`src/rtl/force_release_pkg.sv`:
```
// force_release_pkg: state and event encodings shared by force_release_ctrl.
package force_release_pkg;
  typedef enum logic [1:0] {FUNC, FORCED, HELD} state_e;
  typedef enum logic [1:0] {EVT_FUNC, EVT_FORCE, EVT_RELEASE, EVT_TIMEOUT} evt_e;
endpackage

```
`src/rtl/force_release_ctrl_timer.sv`:
```
// force_timer: loadable down-counter; expire marks the 1->0 step while enabled.
module force_timer #(
  parameter int CW = 8
) (
  input  logic          clk,
  input  logic          rst,
  input  logic          load,
  input  logic [CW-1:0] load_val,
  input  logic          en,
  output logic          expire
);
  logic [CW-1:0] cnt_q, cnt_d;
  always_comb cnt_d = load ? load_val : (en && cnt_q != '0) ? cnt_q - 1'b1 : cnt_q;
  assign expire = en && !load && cnt_q == CW'(1);
  always_ff @(posedge clk) cnt_q <= rst ? '0 : cnt_d;
endmodule

```
`src/rtl/force_release_ctrl.sv`:
```
// force_release_ctrl: W-bit register with debug force/release override and change events.
// Optional OVR_TIMEOUT_EN adds frc_dur and an auto-release timer.
module force_release_ctrl
  import force_release_pkg::*;
#(
  parameter int             W        = 5,
  parameter int             NET_MODE = 0,
  parameter logic [W-1:0]   RST_VAL  = '0
`ifdef OVR_TIMEOUT_EN
  , parameter int           CW       = 8
`endif
) (
  input  logic          clk,
  input  logic          rst,
  input  logic          func_vld,
  input  logic [W-1:0]  func_data,
  input  logic          frc_req,
  input  logic [W-1:0]  frc_data,
`ifdef OVR_TIMEOUT_EN
  input  logic [CW-1:0] frc_dur,
`endif
  output logic          frc_ack,
  input  logic          rel_req,
  output logic          rel_ack,
  output logic [W-1:0]  q,
  output logic          forced,
  output logic          evt_vld,
  output logic [1:0]    evt_code
);
  state_e       st_q, st_d;
  evt_e         evt_code_q, evt_code_d;
  logic [W-1:0] q_q, q_d;
  logic         evt_vld_q, evt_vld_d, frc_ack_q, frc_ack_d, rel_ack_q, rel_ack_d;
  logic         tmo, net, fwr, rel_take;
`ifdef OVR_TIMEOUT_EN
  force_timer #(.CW(CW)) u_timer (
    .clk(clk), .rst(rst), .load(frc_req), .load_val(frc_dur),
    .en(st_q == FORCED), .expire(tmo)
  );
`else
  assign tmo = 1'b0;
`endif
  assign net      = NET_MODE != 0;
  assign fwr      = net || func_vld;
  assign rel_take = !frc_req && st_q == FORCED && (rel_req || tmo);
  // In net mode the live func_data is the shadow: release restores the value sampled at that edge.
  always_comb begin
    st_d       = st_q;
    q_d        = q_q;
    evt_vld_d  = 1'b0;
    evt_code_d = EVT_FUNC;
    frc_ack_d  = frc_req;
    rel_ack_d  = rel_req && !frc_req;
    if (frc_req) begin
      q_d        = frc_data;
      st_d       = FORCED;
      evt_vld_d  = 1'b1;
      evt_code_d = EVT_FORCE;
    end else if (rel_take) begin
      st_d       = fwr ? FUNC : HELD;
      q_d        = fwr ? func_data : q_q;
      evt_vld_d  = 1'b1;
      evt_code_d = rel_req ? EVT_RELEASE : EVT_TIMEOUT;
    end else if (st_q != FORCED && fwr) begin
      q_d       = func_data;
      st_d      = FUNC;
      evt_vld_d = func_data != q_q;
    end
  end
  always_ff @(posedge clk) begin
    if (rst) begin
      st_q       <= FUNC;
      q_q        <= RST_VAL;
      evt_vld_q  <= 1'b0;
      evt_code_q <= EVT_FUNC;
      frc_ack_q  <= 1'b0;
      rel_ack_q  <= 1'b0;
    end else begin
      st_q       <= st_d;
      q_q        <= q_d;
      evt_vld_q  <= evt_vld_d;
      evt_code_q <= evt_code_d;
      frc_ack_q  <= frc_ack_d;
      rel_ack_q  <= rel_ack_d;
    end
  end
  assign q        = q_q;
  assign forced   = st_q == FORCED;
  assign evt_vld  = evt_vld_q;
  assign evt_code = evt_code_q;
  assign frc_ack  = frc_ack_q;
  assign rel_ack  = rel_ack_q;
endmodule

```
`config.mk`:
```
export PLATFORM = sky130hd
export DESIGN_NAME = force_release_ctrl
export DESIGN_NICKNAME = d
export VERILOG_FILES = /design/src/rtl/force_release_pkg.sv /design/src/rtl/force_release_ctrl_timer.sv /design/src/rtl/force_release_ctrl.sv
export SDC_FILE = /design/constraint.sdc
export NUM_CORES = 1
export LEC_CHECK = 0
export BUFFER_PORTS_ARGS = -buffer_cell sky130_fd_sc_hd__buf_4
export CAP_MARGIN = 20
export CELL_PAD_IN_SITES_DETAIL_PLACEMENT = 0
export CELL_PAD_IN_SITES_GLOBAL_PLACEMENT = 1
export CORE_MARGIN = 1.5
export CORE_UTILIZATION = 29
export DETAILED_ROUTE_END_ITERATION = 10
export PLACE_DENSITY = 0.75
export SLEW_MARGIN = 30
export SYNTH_ARGS = -nofsm -noshare
export SYNTH_HDL_FRONTEND = slang
export SYNTH_SLANG_ARGS = --single-unit
```
`constraint.sdc`:
```
create_clock -name clk -period 1.27 [get_ports clk]
set_input_delay 0.3175 -clock clk [delete_from_list [all_inputs] [get_ports clk]]
set_output_delay 0.3175 -clock clk [all_outputs]
set_load 0.01 [all_outputs]
```
Yosys cells after proc, flatten, opt, wreduce, memory -nomap -nowiden

Cells that the tools add are included.

Register bits: 12
Logic and storage cells: 37
Input port bits: 15
Output and inout port bits: 11

Reduce and logical (&&, ||, !) cells: 10
Multiplexer cells: 14
Bitwise gates (word level): 1
Equal/unequal tests: 4

Operators with widths:

| operator                                               | count |
|---|---|
| 2-to-1 mux 5 bit                                       | 4 |
| 2-to-1 mux 1 bit                                       | 7 |
| 2-to-1 mux 2 bit                                       | 3 |
| inequality test 5 bit                                  | 1 |
| logical AND 1 bit                                      | 4 |
| inequality test 3 bit (second input constant)          | 1 |
| nonzero test 3 bit                                     | 1 |
| OR reduction 3 bit                                     | 1 |
| == test 2 x 1 -> 1 bit (second input constant)         | 1 |
| inequality test 2 x 1 -> 1 bit (second input constant) | 1 |
| AND reduction 2 bit                                    | 1 |
| nonzero test 2 bit                                     | 1 |
| OR reduction 2 bit                                     | 1 |
| logical NOT 1 bit                                      | 1 |
| inverter 1 bit                                         | 1 |

Longest topological paths before layout

Depth after elaboration: 5
Mapped depth: 4
Depth with buffers taken out: 3

Least setup slack after synthesis

OpenSTA, ideal clock, no wires.

Kind: register to register
From: register st_q[0]
To: register q_q[0], in the netlist q[0]
Path buffers: 0
Cell stages (with the launch flop): 4
Slack: -0.121 ns
Period minus slack after synthesis: 1.391 ns
Data arrival time: 1.270 ns
Setup time: 0.121 ns
Required time: 1.149 ns
Cells stage by stage: dfxtp_1 -> or3b_4 -> a21oi_4 -> mux2_2

Cells in the longest elaborated chain, start to end: 5
Elaborated cells between the ends (all ways): 10
Classes of those cells: 3 x eq/ne; 2 x mux; 5 x reduce/logical

RTL lines:

| what                                                                     | RTL line                 | RTL |
|---|---|---|
| start, declared                                                          | force_release_ctrl.sv:30 | `state_e st_q, st_d;` |
| start signal, assigned                                                   | force_release_ctrl.sv:79 | `st_q <= st_d;` |
| == test 2 x 1 -> 1 bit                                                   | force_release_ctrl.sv:45 | `assign rel_take = !frc_req && st_q == FORCED && (rel_req \|\| tmo);` |
| logical AND 1 bit (2 in a row)                                           | force_release_ctrl.sv:45 |  |
| inequality test 3 bit (no source line), or another cell as far along     | --                       |  |
| AND reduction 2 bit (no source line) or 2-to-1 mux 5 bit (tied branches) | --                       |  |
| end signal, assigned                                                     | force_release_ctrl.sv:80 | `q_q <= q_d;` |
| end, declared                                                            | force_release_ctrl.sv:32 | `logic [W-1:0] q_q, q_d;` |

Parallel ways exist; a longest one is shown, timed or not.
A chain may end at the register's enable or synchronous reset.

Final worst setup path

From: register st_q[1]
To: output forced

Cells in the longest elaborated chain, start to end: 1

RTL lines:

| what                   | RTL line                 | RTL |
|---|---|---|
| == test 2 x 1 -> 1 bit | force_release_ctrl.sv:88 | `assign forced = st_q == FORCED;` |
| end, declared          | force_release_ctrl.sv:26 | `output logic forced,` |

No other way between the ends.

==> reports/metrics.yaml <==
outcome:
  status: "finished with violations"
  violations: "negative setup slack"
timing:
  max_slew.worst_pin.slew_ns: 0.306
  normalized_max_slew_margin_pct: 79.5
  setup-violations-final: 6
  fin_crit_ns: 1.41
  setup_slack_ns: -0.143
  fin_worst_skew_ns: 0.00295
  final.period_utilization_pct: 111
  timing.final.max_slew_violations: 0
  rsz0062_at_grt: "yes"
  fmax_ghz: 0.708
  timing_hold_violations_final: 0
routing:
  routed_wirelength_mm: 1.25
  detailedRoute.firstIterationViolations: 1
  ant_nets: 0
  via_per_inst: 4.29
  remaining_drc_errors: 0
  wl_per_cell_microns: 10.8
  vias: 498
  drtPass1Iterations: 4
worst_setup_path:
  crit-reg2reg-capture: "q[4]"
  worstSetupStartpointType: "register"
  worst-setup-path-type: "reg -> out"
  crit_arrival_ns: 1.10
  timing.critical_path.required_ns: 0.95
  ff2ff_setup_slack_ns: -0.14
  worstSetupEndpointType: "output pin"
  r2r.worst_path.cells: 3
  crit_start: "st_q[1]"
  crit-reg2reg-launch: "st_q[1]"
  cp_max_fo: 2
synth:
  number_of_synthesized_flops_with_an_enable_pin: 0
  synth_flop_cell: "sky130_fd_sc_hd__dfxtp_1"
  post_synth_instance_area_sq_um: 581
  postSynth.asyncResetShare_pct: 0
  ys_warn_count: 0
  post-synth-top-count-cell: "sky130_fd_sc_hd__dfxtp_1"
  seq_area_frac_synth_pct: 41.4
  synth_nets: 72
  synth_cells: 57
  ys_types: 19
  syn_area_per_cell_sq_um: 10.2
  area_share_of_the_leading_cell_type_in_the_synthesized_netlist_pct: 41.4
  synth_top_area_cell: "sky130_fd_sc_hd__dfxtp_1"
  synth_top_cells_by_area: "sky130_fd_sc_hd__dfxtp_1 (41%), sky130_fd_sc_hd__mux2i_1 (10%), sky130_fd_sc_hd__mux2_2 (9.7%)"
  synth.cells.most_frequent: "sky130_fd_sc_hd__dfxtp_1 (12), sky130_fd_sc_hd__nor2b_1 (7), sky130_fd_sc_hd__mux2i_1 (6), sky130_fd_sc_hd__nor2_1 (6)"
  ys_ff_latch: 12
die:
  placementRows: 16
  die_width_microns: 47.7
  fp.dieH_microns: 47.7
  design.die.area_sq_um: 2280
  boundary_pin_count: 26
  start_util_pct: 30.2
  fp.coreArea_sq_um: 1920
grt:
  grt_max_degree: 17
  globalRoute.totalOverflow: 0
  antenna_violations_before_repair: 0
  track_usage_pct: 12.1
  number_of_global_route_vias_before_repair: 439
  first_pass_grt_wire_length_mm: 1.82
clock_tree:
  cts.hold.buffers_added: 0
  clock_tree.root_cell: "sky130_fd_sc_hd__clkbuf_4"
  clkTransAtPathRegs_ns: 0.07
  cts.htree.levels: 1
  tritoncts: "yes"
  maximum_root_to_sink_buffer_count: 2
  insertion_delay_ns: 0.27
  cts_buffers: 3
  clock-sinks: 12
finish:
  postLayoutCellArea_sq_um: 903
  post_route_cells_drive_above_1_share_pct: 53.9
  areaGrowthSynthToFinish_pct: 55.6
  layout.filler_cells: 191
  layout.nets: 106
  seqCellArea_sq_um: 243
  multi_input_area_sq_um: 357
  final_core_utilization_pct: 47.0
  insertedDiodeCount: 0
  post_layout_nonfiller_instances: 116
power:
  p_per_area_nw_per_um2: 954
  power.total_uw: 862
  max-vdd-ir-drop_v: 0.000496
  power_leakage_uw: 0.000420
placement:
  postPlaceCellArea_sq_um: 817
  globalplace.congestion: 0.767
  numPortBuffers: 25
  place_hpwl_microns: 867
  placed_cells: 110
min_path:
  hold_depth: 2
  worstHoldStart: "func_vld"
  hold_path.class: "in -> reg"
  hold_path_end: "st_q[1]"
job:
  cap_violations: 0
==> stage by stage <==
step           hold WS (ns)  setup slack (ns)  setup TNS (ns)
3_3_place_gp          0.542            -0.226           -1.12
2_1_floorplan         0.396           -0.0922          -0.461
6_report              0.260            -0.143          -0.796
5_1_grt               0.268            -0.199           -1.06
3_5_place_dp          0.553            -0.235           -1.15
4_1_cts               0.249            -0.149          -0.821
==> critical path, cell delays in order (launching register included) <==
cell and delay, ns:
sky130_fd_sc_hd__dfxtp_2 0.33, sky130_fd_sc_hd__buf_6 0.10, sky130_fd_sc_hd__or2b_1 0.23, sky130_fd_sc_hd__inv_2 0.06, sky130_fd_sc_hd__buf_6 0.09
==> report_power, final <==
group	internal [uW]	switching [uW]	total, uW	leakage (uW)
clock network	110	124	234	0.0000138
logic	123	89.5	213	0.000307
registers	400	15.1	415	0.000100
==> worst max-delay path by stage <==
stage	end	slack, ns	depth (start not counted)
after floorplan	q[0]	-0.09	3
after global placement	q[4]	-0.23	4
after detailed placement	q[4]	-0.24	4
after CTS	forced	-0.15	4
after global routing	forced	-0.20	4
final	forced	-0.14	4
==> sequential cells by signal, summed over array words and instances, names as in the netlist <==
register / cells
evt_code: 2
frc_ack: 1
q: 5
st_q: 2
rel_ack: 1
evt_vld: 1
==> layout by cell type (no fill, tap or decap), types with 2 or more instances in the layout <==
cell                       count
sky130_fd_sc_hd__dfxtp_2       2
sky130_fd_sc_hd__a21oi_1       2
sky130_fd_sc_hd__dfxtp_1      10
sky130_fd_sc_hd__nor2b_1       7
sky130_fd_sc_hd__a211oi_2      2
sky130_fd_sc_hd__buf_6         3
sky130_fd_sc_hd__mux2i_1       6
sky130_fd_sc_hd__mux2_2        4
sky130_fd_sc_hd__clkbuf_4      3
sky130_fd_sc_hd__xor2_1        5
sky130_fd_sc_hd__buf_4        28
sky130_fd_sc_hd__nor2_1        6
==> layout make-up <==
type	count	area share (%)
Multi-Input combinational cell	42	39.5
Timing Repair Buffer	31	27.0
Sequential cell	12	26.9
Tap cell	27	3.74
Clock buffer	3	2.49
Inverter	1	0.416
==> per-layer routing <==
metal,share of wire [%],vias to the layer above,routed length (microns),GRT usage (%)
li1,-,259,-,-
met1,47,213,582,14.5
met2,41,21,516,17.6
met3,8.9,5,111,3.77
met4,3.0,0,38,9.73
met5,0,-,0,0
==> cell families after synthesis <==
kind of cell | after synthesis | share of synthesized area, %
flip-flops | 12 | 41.4
AO/OA/AOI/OAI | 5 | 7.11
AND/OR/NAND/NOR | 21 | 21.8
XOR/XNOR | 5 | 7.54
buffers and inverters | 3 | 2.15
multiplexers | 11 | 20.0
==> repair_timing <==
item,CTS,global route
setup buffers,3,1
endpoints found under the setup margin,6,7
pin swaps,0,3
resized for setup,6,4
Note: power is estimated with default switching activity, not from simulation.
